## src/rtl/cpu_defs_pkg.sv

```systemverilog
// cpu_defs: shared definitions for the memory controller.
// Holds the FSM state encoding, load/store size encodings, the IO base
// address and the bytes-per-word constant, plus small decode helpers.
package cpu_defs;

  localparam int unsigned ADDR_W         = 32;
  localparam int unsigned DATA_W         = 32;
  localparam int unsigned BYTE_W         = 8;
  localparam int unsigned BYTES_PER_WORD = 4;

  // FSM state encoding
  localparam logic [1:0] ST_IDLE   = 2'd0;
  localparam logic [1:0] ST_IFETCH = 2'd1;
  localparam logic [1:0] ST_LOAD   = 2'd2;
  localparam logic [1:0] ST_STORE  = 2'd3;

  // ls_size encodings
  localparam logic [1:0] SIZE_BYTE = 2'd0;
  localparam logic [1:0] SIZE_HALF = 2'd1;
  localparam logic [1:0] SIZE_WORD = 2'd2;

  // UART / IO window base
  localparam logic [ADDR_W-1:0] IO_BASE = 32'h0003_0000;

  // Index of the last byte of a transfer (n - 1); the illegal size 3 is treated as a word.
  function automatic logic [1:0] last_idx(input logic [1:0] size);
    case (size)
      SIZE_BYTE: last_idx = 2'd0;
      SIZE_HALF: last_idx = 2'd1;
      default:   last_idx = 2'(BYTES_PER_WORD - 1);
    endcase
  endfunction

  // True when the address falls in the IO window (bits 17:16 match the IO base).
  function automatic logic is_io(input logic [ADDR_W-1:0] addr);
    is_io = (addr[17:16] == IO_BASE[17:16]);
  endfunction

endpackage

```

## src/rtl/mem_ctrl.sv

```systemverilog
// mem_ctrl: byte-serial memory controller shared by instruction fetch and
// load/store. Words are moved one byte per cycle, little-endian.
// Ports:
//   clk, rst            clock, synchronous active-high reset
//   rdy                 global enable; low freezes all state (mem_wr forced 0)
//   clear               flush; aborts an in-flight instruction fetch
//   if_req, if_addr     fetch request / byte address
//   instr_valid, instr  fetch completion pulse / fetched word
//   ls_req, ls_wr, ls_size, ls_addr, ls_wdata   data request
//   ls_done, ls_rdata   data completion pulse / zero-extended load data
//   mem_din, mem_dout, mem_a, mem_wr            byte-wide RAM port
//   io_buffer_full      blocks stores into the IO window
module mem_ctrl
  import cpu_defs::*;
(
  input  logic              clk,
  input  logic              rst,
  input  logic              rdy,
  input  logic              clear,
  input  logic              if_req,
  input  logic [ADDR_W-1:0] if_addr,
  output logic              instr_valid,
  output logic [DATA_W-1:0] instr,
  input  logic              ls_req,
  input  logic              ls_wr,
  input  logic [1:0]        ls_size,
  input  logic [ADDR_W-1:0] ls_addr,
  input  logic [DATA_W-1:0] ls_wdata,
  output logic              ls_done,
  output logic [DATA_W-1:0] ls_rdata,
  input  logic [BYTE_W-1:0] mem_din,
  output logic [BYTE_W-1:0] mem_dout,
  output logic [ADDR_W-1:0] mem_a,
  output logic              mem_wr,
  input  logic              io_buffer_full
);

  logic [1:0]        state_q,  state_d;
  logic [1:0]        cnt_q,    cnt_d;
  logic [1:0]        last_q,   last_d;
  logic [ADDR_W-1:0] addr_q,   addr_d;
  logic [DATA_W-1:0] wdata_q,  wdata_d;
  logic [DATA_W-1:0] rbuf_q,   rbuf_d;
  logic              ivalid_q, ivalid_d;
  logic [DATA_W-1:0] instr_q,  instr_d;
  logic              done_q,   done_d;
  logic [DATA_W-1:0] rdata_q,  rdata_d;
  logic [BYTE_W-1:0] dout_q,   dout_d;
  logic [ADDR_W-1:0] mema_q,   mema_d;
  logic              wr_q,     wr_d;

  logic [2:0]        k;
  logic [ADDR_W-1:0] next_addr;
  logic [DATA_W-1:0] rbuf_cap;
  logic              ls_block;
  logic              pulse_busy;

  // Next-state and registered-output logic
  always_comb begin
    state_d  = state_q;
    cnt_d    = cnt_q;
    last_d   = last_q;
    addr_d   = addr_q;
    wdata_d  = wdata_q;
    rbuf_d   = rbuf_q;
    ivalid_d = 1'b0;
    instr_d  = instr_q;
    done_d   = 1'b0;
    rdata_d  = rdata_q;
    dout_d   = dout_q;
    mema_d   = mema_q;
    wr_d     = wr_q;

    k         = 3'(cnt_q) + 3'd1;
    next_addr = addr_q + 32'(k);
    rbuf_cap  = rbuf_q;
    rbuf_cap[{cnt_q, 3'b000} +: BYTE_W] = mem_din;
    ls_block   = ls_wr && is_io(ls_addr) && io_buffer_full;
    // The cycle carrying a completion pulse is always spent in IDLE, so the
    // requester can drop or change its request before the next accept.
    pulse_busy = ivalid_q | done_q;

    case (state_q)
      ST_IDLE: begin
        mema_d = '0;
        dout_d = '0;
        wr_d   = 1'b0;
        cnt_d  = 2'd0;
        if (!pulse_busy) begin
          if (ls_req) begin
            // A blocked IO store also holds off the fetch for this cycle.
            if (!ls_block) begin
              addr_d = ls_addr;
              mema_d = ls_addr;
              last_d = last_idx(ls_size);
              rbuf_d = '0;
              if (ls_wr) begin
                state_d = ST_STORE;
                wdata_d = ls_wdata;
                dout_d  = ls_wdata[BYTE_W-1:0];
                wr_d    = 1'b1;
              end else begin
                state_d = ST_LOAD;
              end
            end
          end else if (if_req && !clear) begin
            state_d = ST_IFETCH;
            addr_d  = if_addr;
            mema_d  = if_addr;
            last_d  = 2'(BYTES_PER_WORD - 1);
            rbuf_d  = '0;
          end
        end
      end

      ST_IFETCH, ST_LOAD: begin
        if (state_q == ST_IFETCH && clear) begin
          state_d = ST_IDLE;
          mema_d  = '0;
          cnt_d   = 2'd0;
        end else begin
          rbuf_d = rbuf_cap;
          if (cnt_q == last_q) begin
            state_d = ST_IDLE;
            mema_d  = '0;
            cnt_d   = 2'd0;
            if (state_q == ST_IFETCH) begin
              instr_d  = rbuf_cap;
              ivalid_d = 1'b1;
            end else begin
              rdata_d = rbuf_cap;
              done_d  = 1'b1;
            end
          end else begin
            mema_d = next_addr;
            cnt_d  = cnt_q + 2'd1;
          end
        end
      end

      ST_STORE: begin
        if (cnt_q == last_q) begin
          state_d = ST_IDLE;
          mema_d  = '0;
          dout_d  = '0;
          wr_d    = 1'b0;
          cnt_d   = 2'd0;
          done_d  = 1'b1;
        end else begin
          mema_d = next_addr;
          dout_d = wdata_q[{k[1:0], 3'b000} +: BYTE_W];
          wr_d   = 1'b1;
          cnt_d  = cnt_q + 2'd1;
        end
      end

      default: begin
        state_d = ST_IDLE;
        mema_d  = '0;
        dout_d  = '0;
        wr_d    = 1'b0;
        cnt_d   = 2'd0;
      end
    endcase
  end

  // State register; reset wins over rdy, rdy low freezes everything
  always_ff @(posedge clk) begin
    if (rst) begin
      state_q  <= ST_IDLE;
      cnt_q    <= 2'd0;
      last_q   <= 2'd0;
      addr_q   <= '0;
      wdata_q  <= '0;
      rbuf_q   <= '0;
      ivalid_q <= 1'b0;
      instr_q  <= '0;
      done_q   <= 1'b0;
      rdata_q  <= '0;
      dout_q   <= '0;
      mema_q   <= '0;
      wr_q     <= 1'b0;
    end else if (rdy) begin
      state_q  <= state_d;
      cnt_q    <= cnt_d;
      last_q   <= last_d;
      addr_q   <= addr_d;
      wdata_q  <= wdata_d;
      rbuf_q   <= rbuf_d;
      ivalid_q <= ivalid_d;
      instr_q  <= instr_d;
      done_q   <= done_d;
      rdata_q  <= rdata_d;
      dout_q   <= dout_d;
      mema_q   <= mema_d;
      wr_q     <= wr_d;
    end
  end

  assign instr_valid = ivalid_q;
  assign instr       = instr_q;
  assign ls_done     = done_q;
  assign ls_rdata    = rdata_q;
  assign mem_dout    = dout_q;
  assign mem_a       = mema_q;
  // The RAM shares rdy, so a frozen cycle must never strobe a write.
  assign mem_wr      = wr_q & rdy;

endmodule

```

## config.mk

```make
export PLATFORM = sky130hd
export DESIGN_NAME = mem_ctrl
export DESIGN_NICKNAME = d
export VERILOG_FILES = /design/src/rtl/cpu_defs_pkg.sv /design/src/rtl/mem_ctrl.sv
export SDC_FILE = /design/constraint.sdc
export NUM_CORES = 1
export LEC_CHECK = 0
export CORE_UTILIZATION = 46
export CTS_CLUSTER_SIZE = 16
export DETAILED_ROUTE_END_ITERATION = 12
export GPL_ROUTABILITY_DRIVEN = 0
export PLACE_DENSITY = 0.82
export SLEW_MARGIN = 5
export SYNTH_ARGS = -nofsm -noshare
export SYNTH_HDL_FRONTEND = slang
export SYNTH_SLANG_ARGS = --single-unit
export TNS_END_PERCENT = 10
```

## constraint.sdc

```tcl
create_clock -name clk -period 2.7 [get_ports clk]
set_clock_uncertainty 0.15 [all_clocks]
set_input_delay 0.54 -clock clk [delete_from_list [all_inputs] [get_ports clk]]
set_output_delay 0.54 -clock clk [all_outputs]
set_load 0.02 [all_outputs]
```

Word level (Yosys, flattened, before mapping)
Cells that the tools add are included.
{"block": "word_totals", "ram_bits": 0, "wordCells": 108, "memories": 0, "latch_bits": 0, "inputBits": 114, "ff_bits": 209, "out_inout_bits": 107, "rom_bits": 0}
{"block": "op_classes", "div_mod_pow": 0, "bitwise": 6, "addsub": 4, "magnitude_cmp": 0, "n_reduce_logical": 18, "mul": 0, "n_mux": 53, "n_shift": 3, "n_eq_ne": 11}
{"op": "$mux W32", "count": 14}
{"op": "$pmux W32 S3", "count": 1}
{"op": "$pmux W32 S2", "count": 1}
{"op": "$mux W8", "count": 5}
{"op": "$add A32 B3 Y32", "count": 1}
{"op": "$bwmux W32", "count": 1}
{"op": "$shift A8 B7 Y32 const A", "count": 1}
{"op": "$shiftx A32 B6 Y8", "count": 1}
{"op": "$shiftx A8 B7 Y32", "count": 1}
{"op": "$mux W2", "count": 11}
{"op": "$pmux W8 S2", "count": 1}
{"op": "$reduce_and A5 Y1", "count": 3}
{"op": "$mux W1", "count": 14}
{"op": "$pmux W2 S3", "count": 2}
{"op": "$reduce_and A6 Y1", "count": 2}
{"op": "$neg A5 Y7", "count": 1}
{"op": "$eq A2 B2 Y1 const B", "count": 3}
{"op": "$ne A2 B2 Y1 const B", "count": 3}
{"op": "$ne A3 B3 Y1 const B", "count": 2}
{"op": "$reduce_bool A2 Y1", "count": 3}
{"op": "$eq A2 B1 Y1 const B", "count": 2}
{"op": "$logic_and A1 B1 Y1", "count": 4}
{"op": "$logic_not A2 Y1", "count": 2}
{"op": "$not A1 Y1", "count": 4}
{"op": "other kinds (11)", "count": 12}

Logic depth before layout (Yosys ltp)
Gate-level depths: netlist of run 1.
{"block": "logic_depth", "depth_word": 7, "ltp_mapped": 10}

Worst setup path before layout of run 1
Ideal clock, no wire load.
{"block": "synth_path", "path_type": "register to register", "startpoint": "register cnt_q[0]", "endpoint": "register mema_q[16] (netlist: mem_a[16])", "path_slack_ps": 30, "required_ps": 2472, "stages_incl_launch_ff": 10, "period_less_slack_ps": 2670, "arrival_time_ps": 2442, "cell_sequence": "dfxtp_1 -> buf_4 -> inv_2 -> ha_1 -> fa_1 -> a21oi_1 -> nor4_2 -> a311oi_1 -> nor3_1 -> nor3_1"}
{"block": "synth_between", "elab_chain_cells": 5, "word_cells_on_any_way": 6, "classes_between": "2 x add/sub; 1 x eq/ne; 3 x mux"}
{"item": "from (decl)", "line_no": "mem_ctrl.sv:39", "text": "logic [1:0] cnt_q, cnt_d;"}
{"item": "from (signal assigned)", "line_no": "mem_ctrl.sv:185", "text": "cnt_q <= cnt_d;"}
{"item": "$add A2 B1 Y3", "line_no": "mem_ctrl.sv:74", "text": "k = 3'(cnt_q) + 3'd1;"}
{"item": "$add A32 B3 Y32", "line_no": "mem_ctrl.sv:75", "text": "next_addr = addr_q + 32'(k);"}
{"item": "$mux W32 *", "line_no": "mem_ctrl.sv:123, mem_ctrl.sv:142"}
{"item": "$mux W32", "line_no": "mem_ctrl.sv:117", "text": "if (state_q == ST_IFETCH && clear) begin"}
{"item": "$pmux W32 S3 *", "line_no": "mem_ctrl.sv:83", "text": "case (state_q)"}
{"item": "to (signal assigned)", "line_no": "mem_ctrl.sv:195", "text": "mema_q <= mema_d;"}
{"item": "to (decl)", "line_no": "mem_ctrl.sv:49", "text": "logic [ADDR_W-1:0] mema_q, mema_d;"}
Mark *: on every way between the ends. The rest lies on a longest branch, timed or not.
A chain may end at the register's enable or synchronous reset.

Worst setup path after layout of run 1
{"block": "layout_path", "startpoint": "register cnt_q[0]", "endpoint": "register mema_q[13] (netlist: mem_a[13])"}
The elaborated chain is that of the path after synthesis.

==> summary.txt, run 1 <==
Run
  – Max Cap Viol: 0

Detailed routing
  – DR WL/cell: 17.9 um
  – Total wire length: 30200 um
  – DRT iter0 DRCs: 609
  – Via count: 9667
  – DR pass1 iterations: 7
  – DRT antenna net count: 0
  – DRC viols: 0
  – Drt via density: 5.74

Global routing
  – Largest net degree at the start of global routing: 66
  – Total grt overflow: 0
  – GR Util met1: 32.9%
  – Met3 Use GR: 4.45%
  – Antenna violations before repair: 0
  – Busiest grt layer: met2
  – Met2 usage: 43.6%
  – GRT Util Overall: 25.9%
  – Global-route wire length before repair: 46700 um
  – Number of global-route vias before repair: 9041

Synthesis
  – Mapped Avg Cell Area: 8.41 sq um
  – EDFF count, synth: 0
  – Cell Area, Synth: 10100 sq um
  – Syn Nets: 1325
  – Syn Inst Count: 1198
  – Register bit total from synthesis: 209
  – Sequential area share after synthesis: 41.5%
  – Ys async rst share: 0%
  – Most used DFF post-synth: dfxtp_1
  – Count of cell types in the netlist: 63
  – Warnings from Yosys: 0

Clock tree
  – Clock Pin Slew Worst Setup and Hold Paths: 60 ps
  – Setup Fix Bufs, Post-CTS: 0
  – Deepest level of the CTS H-tree: 1
  – Num CTS Buffers: 23
  – CTS Hold Bufs: 0
  – Worst skew pair latency: 510 ps
  – CTS Buffer Depth: 3
  – CTS root buffer: clkbuf_16
  – CTS sink cnt: 209
  – CTS tree: done

Timing
  – Final Cycle Share: 94.8%
  – RSZ-0062 raised after global routing: false
  – Max-slew violation count: 0
  – Measured slew at the worst slew-check pin: 743 ps
  – Setup TNS: 0 ps
  – Slew headroom: 50.4%
  – Fmax: 0.391 GHz
  – Setup violations, final: 0
  – Crit path time final: 2560 ps
  – Endpoints failing hold: 0

Place
  – Area after DPL: 12600 sq um
  – Placed cells: 1641
  – DP Wirelength: 21100 um
  – Buffers on Ports: 220

Setup path
  – Startpoint class of the critical path: flip-flop
  – CP startpoint: cnt_q[0]
  – CP endpoint kind: flip-flop
  – Worst-path cell chain: inv_2, ha_1, buf_4, ha_1, nand3_1, a21oi_1, buf_4, a211oi_1, o32ai_1, nor2_1
  – R2R cell count: 10
  – Buffer and inverter count on the worst path: 3
  – Worst Path Required: 2930 ps
  – CP Class: flip-flop to flip-flop
  – Critical path's top delay family: adder cells
  – Worst path max stage delay: 370 ps
  – Critical Path AT: 2790 ps
  – CP Depth: 10
  – CP Max Fanout: 7
  – Worst r2r dst: mem_a[13]
  – R2R setup slack: 140 ps
  – Worst r2r src: cnt_q[0]
  – Critical path endpoint: mem_a[13]
  – Slowest CP cell: dfxtp_1

Pwr
  – VDD IR max: 416 uV
  – P_leak: 0.00465 uW
  – Power Density: 583 nW/um^2

Finish
  – Area Growth Syn to Fin: 33.2%
  – Finished Layout Cells: 1684
  – Fillers: 1812
  – Final instance area: 13400 sq um
  – Nets@finish: 1518
  – Fraction of layout cells with a size suffix above 1: 8.10%

Floorplan
  – Cell row count: 53
  – Core box area: 21200 sq um
  – Die Y: 150 um
  – Die X: 150 um
  – Starting Density: 47.5%
  – Full die area: 22500 sq um
  – IO Count: 221

Min path
  – Worst Hold Launch: wdata_q[12]
  – Worst min path class: flip-flop to flip-flop

Status
  – Status: finished clean
==> state kept, by name (all words and copies together) (netlist names) <==
signal	cells
cnt_q	2
mem_a	32
mem_dout	8
wdata_q	32
rbuf_q	32
instr	32
state_q	2
addr_q	32
instr_valid	1
last_q	2
wr_q	1
ls_done	1
ls_rdata	32
==> kinds of logic after synthesis <==
group | after synthesis | share of synthesized area, %
AOI/OAI and AO/OA | 365 | 23.3
adders and majority gates | 13 | 1.69
and+or+nand+nor | 454 | 23.6
xor gates and xnor gates | 20 | 1.81
DFF | 209 | 41.5
muxes | 19 | 2.88
buffers and inverters | 118 | 5.21
==> worst reg2reg max path: cells and delay by family (launching register included) <==
family | cells | cell delay (ps)
AND/OR/NAND/NOR | 2 | 230
adder cells (fa/ha/maj) | 2 | 630
flip-flops | 1 | 370
AO/OA/AOI/OAI | 3 | 620
buffers and inverters | 3 | 440
==> cell type report <==
class	count	area, sq um	share of cell area [%]
Clock inverter	12	148	1.10
Timing Repair Buffer	262	2630	19.6
Antenna cell	1	2.50	0.0186
Inverter	24	90.1	0.671
Sequential cell	209	4180	31.2
Clock buffer	30	632	4.71
Tap cell	275	344	2.56
Multi-Input combinational cell	871	5400	40.2
==> where the power goes <==
group	leakage, uW	switching [uW]	internal [uW]
Sequential	0.00170	125	3240
Clock	0.000381	1270	1940
Combinational	0.00257	676	574
Total	0.00465	2070	5760
==> cell usage in the layout, fill, tap and decap left out, types with 9 or more instances in the layout <==
master,instances
a211oi_1,92
a21oi_1,143
a22oi_1,12
a32oi_1,24
and3_1,12
buf_12,9
buf_4,33
clkbuf_16,23
clkdlybuf4s50_1,218
dfxtp_1,209
ha_1,12
inv_1,22
mux2i_1,11
nand2_1,100
nand2b_1,33
nand3_1,17
nand3b_1,38
nand4_1,11
nor2_1,150
nor2b_1,45
nor3_1,16
o211ai_1,17
o21ai_0,43
xor2_1,11
==> worst min path at each step <==
stage	to	slack, ps	cells past startpoint
3_5_place_dp	wdata_q[29]	300	2
5_1_grt	wdata_q[7]	320	2
2_1_floorplan	wdata_q[0]	280	2
6_report	wdata_q[12]	300	2
4_1_cts	cnt_q[0]	300	2
3_3_place_gp	wdata_q[13]	290	2
==> per-layer routing <==
| metal | share of wire [%] | wire length, um |
|---|---|---|
| met4 | 3.1 | 939 |
| met1 | 41 | 12400 |
| met2 | 48 | 14400 |
| met3 | 8.1 | 2440 |
| met5 | 0 | 0 |
==> cell usage after synthesis (3+ instances only) <==
cell | count | area share, %
dfxtp_1 | 209 | 42
a22oi_1 | 13 | 0.97
ha_1 | 12 | 1.5
buf_2 | 27 | 1.3
nor3_1 | 16 | 0.79
a32oi_1 | 24 | 2.1
nand3_1 | 17 | 0.84
inv_1 | 22 | 0.82
nand2b_1 | 33 | 2.0
o21ai_0 | 43 | 2.1
a22o_1 | 6 | 0.52
o21ai_1 | 3 | 0.15
a311oi_1 | 3 | 0.26
and4b_1 | 3 | 0.30
mux4_2 | 8 | 1.8
and4_1 | 3 | 0.26
o22ai_1 | 6 | 0.37
nor2_1 | 151 | 5.6
nor4_1 | 4 | 0.25
nand2_1 | 100 | 3.7
mux2i_1 | 11 | 1.1
nand4_1 | 11 | 0.68
nor2b_1 | 45 | 2.8
and3_1 | 12 | 0.74
and2_1 | 3 | 0.19
o211ai_1 | 17 | 1.3
a211oi_1 | 92 | 6.9
a21oi_1 | 144 | 7.2
nor4_4 | 3 | 0.63
nand3b_1 | 38 | 2.8
clkbuf_1 | 54 | 2.0
buf_6 | 5 | 0.56
xnor2_1 | 8 | 0.70
xor2_1 | 11 | 0.96
buf_4 | 3 | 0.22
buf_1 | 5 | 0.19
==> metrics by stage <==
step / utilization, % / power (uW) / setup slack [ps] / hold slack, ps
2_1_floorplan: - / 4100 / 30.4 / 283
3_3_place_gp: 59.5 / 4640 / 44.6 / 290
3_5_place_dp: 59.5 / 4670 / -21.9 / 297
4_1_cts: 63.2 / 7870 / 102 / 304
5_1_grt: 63.2 / 8110 / 17.7 / 321
6_report: 63.2 / 7830 / 141 / 305
==> what timing repair did <==
action,in CTS,in global routing
endpoints found under the hold margin,0,0
resized for setup,0,3
endpoints found under the setup margin,0,8
(Power assumes the default switching activity.)
==> run 2, diff against run 1 <==
--- a/config.mk
+++ b/config.mk
@@ -9,6 +9,7 @@
 export CTS_CLUSTER_SIZE = 16
 export DETAILED_ROUTE_END_ITERATION = 12
 export GPL_ROUTABILITY_DRIVEN = 0
+export MAX_ROUTING_LAYER = met4
 export PLACE_DENSITY = 0.82
 export SLEW_MARGIN = 5
 export SYNTH_ARGS = -nofsm -noshare
==> summary.txt, run 2 (synthesized netlist as in run 1, its figures left out) <==
Status
  – Status: finished clean

Setup path
  – Buffer and inverter count on the worst path: 3 (unchanged)
  – Worst-path cell chain: inv_2, ha_1, buf_4, ha_1, nand3_1, a21oi_1, buf_4, a211oi_1, o32ai_1, nor2_1
  – Critical Path AT: 2790 ps (about the same)
  – CP Class: flip-flop to flip-flop
  – Worst Path Required: 2930 ps (about the same)
  – Slowest CP cell: dfxtp_1
  – Critical path endpoint: mem_a[13]
  – Critical path's top delay family: adder cells
  – CP Max Fanout: 7 (unchanged)
  – Worst path max stage delay: 370 ps (about the same)
  – R2R cell count: 10 (unchanged)
  – Startpoint class of the critical path: flip-flop
  – Worst r2r dst: mem_a[13]
  – CP startpoint: cnt_q[0]
  – R2R setup slack: 140 ps (about the same)
  – Worst r2r src: cnt_q[0]
  – CP Depth: 10 (unchanged)
  – CP endpoint kind: flip-flop

Finish
  – Most common cell after layout, fill and taps aside: clkdlybuf4s50_1
  – Final Util: 63.3% (about the same)
  – Final instance area: 13400 sq um (about the same)
  – Fraction of layout cells with a size suffix above 1: 8.10% (unchanged)
  – Most frequent cells in the layout: 218 x clkdlybuf4s50_1, 209 x dfxtp_1, 150 x nor2_1
  – Area Growth Syn to Fin: 33.2% (about the same)
  – Nets@finish: 1518 (unchanged)

Detailed routing
  – DR WL/cell: 18.0 um (+0.25%)
  – DRT iter0 DRCs: 575 (-5.6%)
  – Via count: 9697 (+0.31%)
  – Drt via density: 5.75 (+0.25%)
  – DRC viols: 0 (unchanged)
  – Max Used Layer: met4
  – Total wire length: 30300 um (+0.30%)
  – WL met2: 14500 um (+0.77%)
  – DRT antenna net count: 0 (unchanged)
  – WL met1: 12600 um (+1.2%)
  – Met3 WL post-DR: 2290 um (-6.3%)
  – DR pass1 iterations: 7 (unchanged)

Clock tree
  – Worst skew pair latency: 510 ps (about the same)
  – CTS Buffer Depth: 3 (unchanged)
  – Num CTS Buffers: 23 (unchanged)
  – CTS root buffer: clkbuf_16
  – Deepest level of the CTS H-tree: 1 (unchanged)
  – CTS sink cnt: 209 (unchanged)
  – Clock Pin Slew Worst Setup and Hold Paths: 60 ps (about the same)
  – CTS tree: done

Pwr
  – Total Power: 7830 uW (about the same)
  – P_leak: 0.00465 uW (unchanged)
  – VDD IR max: 416 uV (about the same)
  – Power Density: 583 nW/um^2 (about the same)

Floorplan
  – Cell row count: 53 (unchanged)
  – Full die area: 22500 sq um (unchanged)
  – Starting Density: 47.5% (unchanged)
  – IO Count: 221 (unchanged)
  – Core box area: 21200 sq um (unchanged)
  – Die Y: 150 um (unchanged)
  – Die X: 150 um (unchanged)

Timing
  – Slew headroom: 50.6% (+0.27 points)
  – Crit path time final: 2560 ps (-1.62 ps)
  – RSZ-0062 raised after global routing: false
  – Final setup margin: 142 ps (+1.62 ps)
  – Max-slew violation count: 0 (unchanged)
  – Setup violations, final: 0 (unchanged)
  – Final Cycle Share: 94.7% (about the same)
  – Measured slew at the worst slew-check pin: 739 ps (-4.09 ps)
  – Endpoints failing hold: 0 (unchanged)
  – Setup TNS: 0 ps (unchanged)
  – Fmax: 0.391 GHz (about the same)

Place
  – Buffers on Ports: 220 (unchanged)
  – DP Wirelength: 21100 um (unchanged)
  – Dpl ws: -21.9 ps (unchanged)
  – Area after DPL: 12600 sq um (unchanged)

Global routing
  – Largest net degree at the start of global routing: 66 (unchanged)
  – Antenna violations before repair: 0 (unchanged)
  – Total grt overflow: 0 (unchanged)
  – Global-route wire length before repair: 46800 um (+0.13%)
  – Number of global-route vias before repair: 9034 (-0.077%)
  – GRT Util Overall: 26.8% (+0.81 points)

Run
  – Max Cap Viol: 0 (unchanged)

Min path
  – Worst min path class: flip-flop to flip-flop
==> run 2: layer usage <==
metal / vias to the layer above / track usage [%]
met5: - / -
met4: 0 / 10.4
met3: 71 / 4.36
li1: 4710 / -
met1: 4559 / 33.0
met2: 357 / 43.7
==> run 2: metrics by stage <==
step	hold slack, ps	cells
2_1_floorplan	283	1198
3_3_place_gp	290	1641
3_5_place_dp	297	1641
4_1_cts	304	1683
5_1_grt	321	1683
6_report	303	1685
==> run 2: how the worst min path moves through the flow <==
stage                     slack [ps]     endpoint        start  depth (start not counted)
after detailed placement         300  wdata_q[29]  wdata_q[29]                          2
after floorplan                  280   wdata_q[0]   wdata_q[0]                          2
after global placement           290  wdata_q[13]  wdata_q[13]                          2
after CTS                        300     cnt_q[0]          rst                          2
final                            300  wdata_q[12]  wdata_q[12]                          2
after global routing             320   wdata_q[7]   wdata_q[7]                          2
==> run 2: where the power goes <==
part           internal (uW)  switching (uW)  leakage (uW)  total [uW]
Sequential              3240             125       0.00170        3370
Clock                   1940            1270      0.000381        3210
Combinational            574             676       0.00257        1250
Total                   5760            2070       0.00465        7830
==> run 2: worst register-to-register path: cells and delay by family (launching register included) <==
| kind | cells | cell delay, ps |
|---|---|---|
| AO/OA/AOI/OAI | 3 | 610 |
| adder cells (fa/ha/maj) | 2 | 630 |
| flip-flops | 1 | 370 |
| AND/OR/NAND/NOR | 2 | 230 |
| buffers and inverters | 3 | 440 |
==> run 2: cell type report <==
type / count / area [sq um]
fill: 1811 / 7800
multi-input combinational: 871 / 5400
sequential: 209 / 4180
timing repair buffer: 262 / 2630
clock buffer: 30 / 632
tap: 275 / 344
clock inverter: 12 / 148
inverter: 24 / 90.1
antenna: 2 / 5.00
==> run 2: repair_timing <==
action                                  in CTS  in global routing
resized for setup                            0                  3
endpoints found under the setup margin       0                  8
hold buffers                                 0                  0
setup buffers                                0                  0
hold endpoints to repair                     0                  0
==> run 3, diff against run 2 <==
--- a/config.mk
+++ b/config.mk
@@ -11,6 +11,7 @@
 export GPL_ROUTABILITY_DRIVEN = 0
 export MAX_ROUTING_LAYER = met4
 export PLACE_DENSITY = 0.82
+export REMOVE_ABC_BUFFERS = 1
 export SLEW_MARGIN = 5
 export SYNTH_ARGS = -nofsm -noshare
 export SYNTH_HDL_FRONTEND = slang
==> summary.txt, run 3 (synthesized netlist as in run 1, its figures left out) <==
Status
  – Status: finished clean

Timing
  – RSZ-0062 raised after global routing: false
  – Setup TNS: 0 ps (unchanged)
  – Endpoints failing hold: 0 (unchanged)
  – Final Cycle Share: 92.2% (-2.5 points)
  – Crit path time final: 2490 ps (-68.1 ps)
  – Max-slew violation count: 0 (unchanged)
  – Setup violations, final: 0 (unchanged)
  – Fmax: 0.402 GHz (+2.7%)
  – Final setup margin: 210 ps (+68.1 ps)
  – Slew headroom: 55.7% (+5.1 points)
  – Measured slew at the worst slew-check pin: 658 ps (-80.8 ps)

Setup path
  – Buffer and inverter count on the worst path: 2 (-1)
  – CP endpoint kind: flip-flop
  – Critical path's top delay family: compound AO/OA/AOI/OAI gates
  – R2R setup slack: 210 ps (+70 ps)
  – Worst path max stage delay: 310 ps (-60 ps)
  – R2R cell count: 9 (-1)
  – CP Depth: 9 (-1)
  – Worst r2r src: cnt_q[1]
  – Worst Path Required: 2980 ps (+50 ps)
  – Slowest CP cell: dfxtp_1
  – Startpoint class of the critical path: flip-flop
  – Worst r2r dst: mem_a[19]
  – Critical Path AT: 2770 ps (-20 ps)
  – Worst-path cell chain: buf_4, ha_1, ha_1, buf_4, a21oi_1, nand2_1, a41oi_1, o21ai_1, a211oi_1
  – CP Class: flip-flop to flip-flop
  – CP Max Fanout: 7 (unchanged)

Clock tree
  – CTS tree: done
  – CTS Buffer Depth: 3 (unchanged)
  – Deepest level of the CTS H-tree: 1 (unchanged)
  – Worst skew pair latency: 510 ps (about the same)
  – Clock Pin Slew Worst Setup and Hold Paths: 60 ps (about the same)
  – CTS Hold Bufs: 0 (unchanged)
  – CTS sink cnt: 209 (unchanged)
  – CTS root buffer: clkbuf_16
  – Num CTS Buffers: 22 (-4.3%)

Global routing
  – Global-route wire length before repair: 45500 um (-2.7%)
  – GRT Util Overall: 25.9% (-0.83 points)
  – Antenna violations before repair: 0 (unchanged)
  – Number of global-route vias before repair: 9094 (+0.66%)
  – Largest net degree at the start of global routing: 68 (+3.0%)
  – Total grt overflow: 0 (unchanged)

Detailed routing
  – Via count: 9688 (-0.093%)
  – DRC viols: 0 (unchanged)
  – Drt via density: 5.78 (+0.44%)
  – DR pass1 iterations: 5 (-2)
  – Total wire length: 28800 um (-5.0%)
  – DRT iter0 DRCs: 620 (+7.8%)
  – DRT antenna net count: 0 (unchanged)
  – DR WL/cell: 17.2 um (-4.5%)

Finish
  – Nets@finish: 1514 (-0.26%)
  – Fillers: 1823 (+0.66%)
  – Most common cell after layout, fill and taps aside: clkdlybuf4s50_1
  – Area Growth Syn to Fin: 32.2%
  – Most frequent cells in the layout: 217 x clkdlybuf4s50_1, 209 x dfxtp_1, 150 x nor2_1
  – Diodes inserted: 0 (-2)
  – Fraction of layout cells with a size suffix above 1: 7.64% (-0.46 points)

Place
  – Dpl ws: -16.5 ps (+5.45 ps)
  – DP Wirelength: 19800 um (-6.4%)
  – Buffers on Ports: 220 (unchanged)

Min path
  – Worst Hold Launch: rst
  – Worst Hold Path EP: mem_a[13]
  – Hold path cells: 2 (unchanged)
  – Worst min path class: input port to flip-flop

Floorplan
  – Die X: 150 um (unchanged)
  – IO Count: 221 (unchanged)
  – Starting Density: 47.5% (unchanged)
  – Core box area: 21200 sq um (unchanged)
  – Cell row count: 53 (unchanged)
  – Full die area: 22500 sq um (unchanged)
  – Die Y: 150 um (unchanged)

Pwr
  – Total Power: 7630 uW (-2.5%)
  – P_leak: 0.00461 uW (-0.91%)
  – VDD IR max: 387 uV (-6.9%)
  – Power Density: 573 nW/um^2 (-1.8%)

Run
  – Max Cap Viol: 0 (unchanged)
-- run 3: how the worst max path moves through the flow --
| stage | startpoint | end | slack [ps] |
|---|---|---|---|
| detailed placement | ls_wr | rbuf_q[9] | -20 |
| floorplan | cnt_q[0] | instr[0] | -1660 |
| global route | cnt_q[1] | mem_a[21] | 50 |
| finish | cnt_q[1] | mem_a[19] | 210 |
| CTS | cnt_q[0] | mem_a[30] | 140 |
| global placement | ls_wr | rbuf_q[1] | 70 |
-- run 3: through the flow --
stage | cell area [sq um] | hold slack (ps) | instances | utilization (%)
after floorplan | 9640 | 277 | 1104 | -
after global placement | 12600 | 291 | 1638 | 59.4
after detailed placement | 12600 | 297 | 1638 | 59.4
after CTS | 13300 | 291 | 1676 | 62.7
after global routing | 13300 | 296 | 1676 | 62.8
final | 13300 | 303 | 1676 | 62.8
-- run 3: area by class of cell --
| class | instances | area (sq um) | area share (%) |
|---|---|---|---|
| inverters | 24 | 90.1 | 0.676 |
| flip-flops and latches | 209 | 4180 | 31.4 |
| repair buffers | 259 | 2600 | 19.5 |
| multi-input cells | 871 | 5390 | 40.5 |
| clock buffers | 29 | 607 | 4.55 |
| clock inverters | 9 | 109 | 0.817 |
| well taps | 275 | 344 | 2.58 |
-- run 3: metal layers --
layer | vias up | global-route usage (%) | routed length, um
met1 | 4536 | 32.4 | 12300
met3 | 55 | 3.57 | 2050
met5 | - | - | 0
met2 | 410 | 42.7 | 13800
li1 | 4687 | - | -
met4 | 0 | 9.09 | 666
-- run 3: power breakdown --
part	leakage (uW)	internal, uW	switching [uW]
sequential	0.00170	3240	127
clock	0.000352	1770	1250
combinational	0.00255	570	670
-- run 3: timing repair --
item	CTS	global route
setup buffers	0	0
resized for setup	0	2
endpoints found under the setup margin	0	3
